## src/rtl/li_pkg.sv

```systemverilog
// Shared RV32I constants and FSM state type for the immediate encoder.
package li_pkg;

  localparam logic [6:0] OPC_LUI     = 7'b0110111;
  localparam logic [6:0] OPC_AUIPC   = 7'b0010111;
  localparam logic [6:0] OPC_OPIMM   = 7'b0010011;
  localparam logic [2:0] FUNCT3_ADDI = 3'b000;

  // ADDI x0,x0,0 -- emitted for rd==0 so every request still yields one handshake
  localparam logic [31:0] INSTR_NOP  = 32'h0000_0013;

  typedef enum logic [1:0] {
    IDLE   = 2'd0,
    EMIT_U = 2'd1,
    EMIT_I = 2'd2
  } li_state_t;

endpackage

```

## src/rtl/li_split.sv

```systemverilog
// Splits a 32-bit value into a rounded upper-20 part and a sign-extended lower-12 part.
module li_split
  import li_pkg::*;
(
  input  logic [31:0] i_value,
  input  logic        i_pcrel,
  output logic [19:0] o_hi,
  output logic [11:0] o_lo,
  output logic        o_small,
  output logic        o_lozero
);

  // (value + 0x800)[31:12]: the only carry into bit 12 comes from value[11]
  assign o_hi     = i_value[31:12] + {19'd0, i_value[11]};
  assign o_lo     = i_value[11:0];
  assign o_small  = !i_pcrel && ((&i_value[31:11]) || !(|i_value[31:11]));
  assign o_lozero = (i_value[11:0] == 12'd0);

endmodule

```

## src/rtl/li_encoder.sv

```systemverilog
// Encodes a constant or PC-relative offset into LUI/AUIPC + ADDI instruction words.
module li_encoder
  import li_pkg::*;
(
  input  logic        clk,
  input  logic        rst_n,
  input  logic        req_valid,
  output logic        req_ready,
  input  logic [31:0] req_value,
  input  logic [4:0]  req_rd,
  input  logic        req_pcrel,
  output logic        instr_valid,
  input  logic        instr_ready,
  output logic [31:0] instr,
  output logic        instr_last
);

  li_state_t   r_state;
  logic        r_valid;
  logic        r_last;
  logic [31:0] r_instr;
  logic [31:0] r_addi;

  logic [19:0] w_hi;
  logic [11:0] w_lo;
  logic        w_small;
  logic        w_lozero;
  logic [6:0]  w_uopc;
  logic [31:0] w_uword;
  logic [31:0] w_addi_x0;
  logic [31:0] w_addi_rd;

  li_split u_split (
    .i_value  (req_value),
    .i_pcrel  (req_pcrel),
    .o_hi     (w_hi),
    .o_lo     (w_lo),
    .o_small  (w_small),
    .o_lozero (w_lozero)
  );

  assign w_uopc    = req_pcrel ? OPC_AUIPC : OPC_LUI;
  assign w_uword   = {w_hi, req_rd, w_uopc};
  assign w_addi_x0 = {w_lo, 5'd0, FUNCT3_ADDI, req_rd, OPC_OPIMM};
  assign w_addi_rd = {w_lo, req_rd, FUNCT3_ADDI, req_rd, OPC_OPIMM};

  assign req_ready   = (r_state == IDLE);
  assign instr_valid = r_valid;
  assign instr       = r_instr;
  assign instr_last  = r_last;

  always_ff @(posedge clk or negedge rst_n) begin
    if (!rst_n) begin
      r_state <= IDLE;
      r_valid <= 1'b0;
      r_last  <= 1'b0;
      r_instr <= 32'd0;
      r_addi  <= 32'd0;
    end else begin
      case (r_state)
        IDLE: begin
          if (req_valid) begin
            r_valid <= 1'b1;
            if (req_rd == 5'd0) begin
              r_instr <= INSTR_NOP;
              r_last  <= 1'b1;
              r_state <= EMIT_I;
            end else if (w_small) begin
              r_instr <= w_addi_x0;
              r_last  <= 1'b1;
              r_state <= EMIT_I;
            end else begin
              // The ADDI half is captured now so later req_* changes cannot leak in
              r_instr <= w_uword;
              r_addi  <= w_addi_rd;
              r_last  <= w_lozero;
              r_state <= EMIT_U;
            end
          end
        end
        EMIT_U, EMIT_I: begin
          if (instr_ready) begin
            if (!r_last) begin
              r_instr <= r_addi;
              r_last  <= 1'b1;
              r_state <= EMIT_I;
            end else begin
              r_valid <= 1'b0;
              r_last  <= 1'b0;
              r_state <= IDLE;
            end
          end
        end
        default: begin
          r_valid <= 1'b0;
          r_last  <= 1'b0;
          r_state <= IDLE;
        end
      endcase
    end
  end

endmodule

```

## config.mk

```make
export PLATFORM = sky130hd
export DESIGN_NAME = li_encoder
export DESIGN_NICKNAME = d
export VERILOG_FILES = /design/src/rtl/li_pkg.sv /design/src/rtl/li_split.sv /design/src/rtl/li_encoder.sv
export SDC_FILE = /design/constraint.sdc
export NUM_CORES = 1
export LEC_CHECK = 0
export ABC_AREA = 1
export CORE_ASPECT_RATIO = 0.9
export CORE_MARGIN = 2
export CORE_UTILIZATION = 45
export CTS_CLUSTER_DIAMETER = 150
export DETAILED_ROUTE_END_ITERATION = 8
export HOLD_SLACK_MARGIN = 0.03
export PLACE_DENSITY_LB_ADDON = 0.12
export RECOVER_POWER = 50
export SETUP_SLACK_MARGIN = 0.3
export SLEW_MARGIN = 20
export SYNTH_ARGS = -nofsm -noshare
export SYNTH_HDL_FRONTEND = slang
export SYNTH_SLANG_ARGS = --single-unit
```

## constraint.sdc

```tcl
create_clock -name clk -period 1.9 [get_ports clk]
set_input_delay 0.38 -clock clk [delete_from_list [all_inputs] [get_ports clk]]
set_output_delay 0.38 -clock clk [all_outputs]
set_load 0.01 [all_outputs]
```

==> results.cfg <==
[routing]
via_per_inst = 5.18
drt_iter0_drc = 211
drtPass1Iterations = 5
post_drt_wl_per_cell_microns = 15.5
drc = 0
num_vias = 3470
drt-total-wl_mm = 10.4
drtAntennaViolNets = 0

[yosys]
synth_cells = 417
synth_ff_type = dfrtp_1
synthTopCellsByArea = dfrtp_1 41%, nand2_1 14%, nor2_1 6.0%, a21oi_1 5.2%, nand3_1 4.9%
ys_types = 35
synth.cells.most_frequent = 114 x nand2_1, 50 x dfrtp_1, 49 x nor2_1
synth_most_common_cell = nand2_1
netlist_area_sq_mm = 0.00306
yosysSeqAreaShare_pct = 40.9
async_reset_ff_share_pct = 100
yosysWarningCount = 0
synth-seq-cells = 50
synth.top_cell.area_share_pct = 40.9
syn_avg_cell_area_sq_um = 7.34
synth_edf_count = 0
synth_largest_area_cell = dfrtp_1

[placement]
place.gp.congestion = 0.961
place_hpwl_mm = 7.43
placedInstanceArea_sq_mm = 0.00444
place_inst = 635
portBuffers = 74

[global_routing]
overflow = 0
use_met2_pct = 48.7
antenna_found_initial = 0
met1_usage_pct = 36.3
busiest_layer = met2
grt_max_degree = 51
track_usage_pct = 27.8
met3_usage_pct = 3.72
grt_pass1_wl_mm = 16.2
grt_pass1_vias = 3389

[pwr]
p_leak_nw = 2.41
peakVddDrop_v = 0.000789
power_density_mw_per_mm2 = 1380

[die]
ios = 77
die_y_microns = 82.3
die_w_microns = 90.9
start_util_pct = 46.5
rows = 28
core-area_sq_mm = 0.00659
die-area_sq_mm = 0.00748

[sta]
slew_headroom_pct = 16.7
post-route-period-util_pct = 89.2
worst_pin_slew_ns = 1.25
period_needed_ns = 1.69
drv_slew = 0
rsz0062_at_grt = yes
fmax_mhz = 590
fin_tns_setup_ns = 0
worst_hold_slack_ns = 0.401
hold_viol_final = 0
setup_viol = 0
fin_skew_ns = 0.00596

[worst_setup_path]
critPathMaxFanout = 5
path_class = reg -> reg
cp-start-kind = register
required_ns = 2.15
slowest_stage = dfrtp_1
endpoint_kind = register
path_cells = inv_2, ha_4, clkinvlp_4, o21ai_4, nand2_4, nor2_4, inv_2, nor2_4, nand3_1, nand2_1
crit_path_max_incr_delay_ns = 0.40
worstPathArrival_ns = 1.94

[layout]
finalInstanceArea_sq_mm = 0.00489
antenna_cells = 0
fin_cells = 670
finish.utilization_pct = 74.3
nNetsFinal = 627
syn_to_final_growth_pct = 59.8
drive_gt1_share_pct = 35.2

[clock_tree]
clkTransAtPathRegs_ns = 0.09
numClockSinks = 50
ctsHoldBuffers = 0
clockBufferDepth = 2
tritoncts = yes
cts_root_buf = clkbuf_8
cts_max_level = 2
clk-insertion-delay-late_ns = 0.31
cts_buffers = 5

[status]
status = finished clean

[run]
cap_violations = 0

[worst_hold_path]
hold_path.class = in -> async
[area by class of cell]
type	instances	area (sq um)
Tap cell	90	113
Multi-Input combinational cell	308	1770
Fill cell	547	1690
Inverter	45	194
Clock inverter	2	15.0
Clock buffer	5	68.8
Timing Repair Buffer	170	1480
Sequential cell	50	1250
[final timing paths]
kind | cells past startpoint | from | slack, ns | endpoint
max in group asynchronous | 2 | rst_n | 0.73 | instr[12]
hold / removal | 2 | rst_n | 0.40 | instr[27]
setup / recovery | 10 | r_state[1] | 0.21 | instr[14]
min in group clk | 4 | req_value[11] | 0.44 | r_addi[31]
hold reg to reg | 2 | instr_valid | 0.49 | instr_valid
setup reg to reg | 10 | r_state[1] | 0.21 | instr[14]
[report_power, final]
part	switching [mW]	internal (mW)
clock network	0.364	0.252
registers	0.287	1.60
logic	2.32	1.94
total	2.97	3.80
[layout by cell type, fill, tap and decap left out, types with 6 or more instances in the layout]
cell type	n
nor2_4	6
clkdlybuf4s25_1	16
dlymetal6s2s_1	9
o21ai_0	13
dfrtp_1	50
nand4_1	6
nor2_1	34
dlygate4sd2_1	11
clkbuf_2	14
buf_6	6
nand2_2	13
o21ai_1	18
nor2_2	12
clkdlybuf4s50_1	15
inv_2	11
a21oi_1	27
buf_4	86
nand3_1	29
inv_1	26
nand2_1	103
[layer usage]
| layer | vias up | wire [microns] |
|---|---|---|
| met5 | - | 0 |
| met4 | 0 | 121 |
| met3 | 14 | 593 |
| met2 | 127 | 5120 |
| met1 | 1666 | 4550 |
| li1 | 1663 | - |
[through the flow]
step                      setup WS (ns)  power, mW
after floorplan                   0.266       4.00
after global placement           -0.398       5.49
after detailed placement         -0.459       5.55
after CTS                         0.281       6.56
after global routing              0.126       7.23
final                             0.205       6.77
[flip-flops by register name, summed over array words and instances (netlist names)]
signal       count
instr           28
r_addi          18
r_state          2
instr_valid      1
instr_last       1
[timing repair]
action	CTS	global route
pin swaps	30	28
gates cloned	1	0
buffers inserted	25	2
setup endpoints to repair	59	70
gates resized for setup	98	80
[worst max-delay path, delay by kind of cell, from the launching register on]
kind,cells,cell delay (ns)
buf+inv,3,0.31
flops,1,0.40
fa+ha+maj,1,0.15
compound gates,1,0.20
simple gates,5,0.58
[cells by family after synthesis]
family	after synthesis	synth area share, %
adder cells (fa/ha/maj)	5	2.04
other	1	0.122
buffers and inverters	60	8.83
AND/OR/NAND/NOR	223	34.2
XOR/XNOR	7	2.00
AO/OA/AOI/OAI	71	12.0
flip-flops	50	40.9
Note: power is estimated with default switching activity, not from simulation.
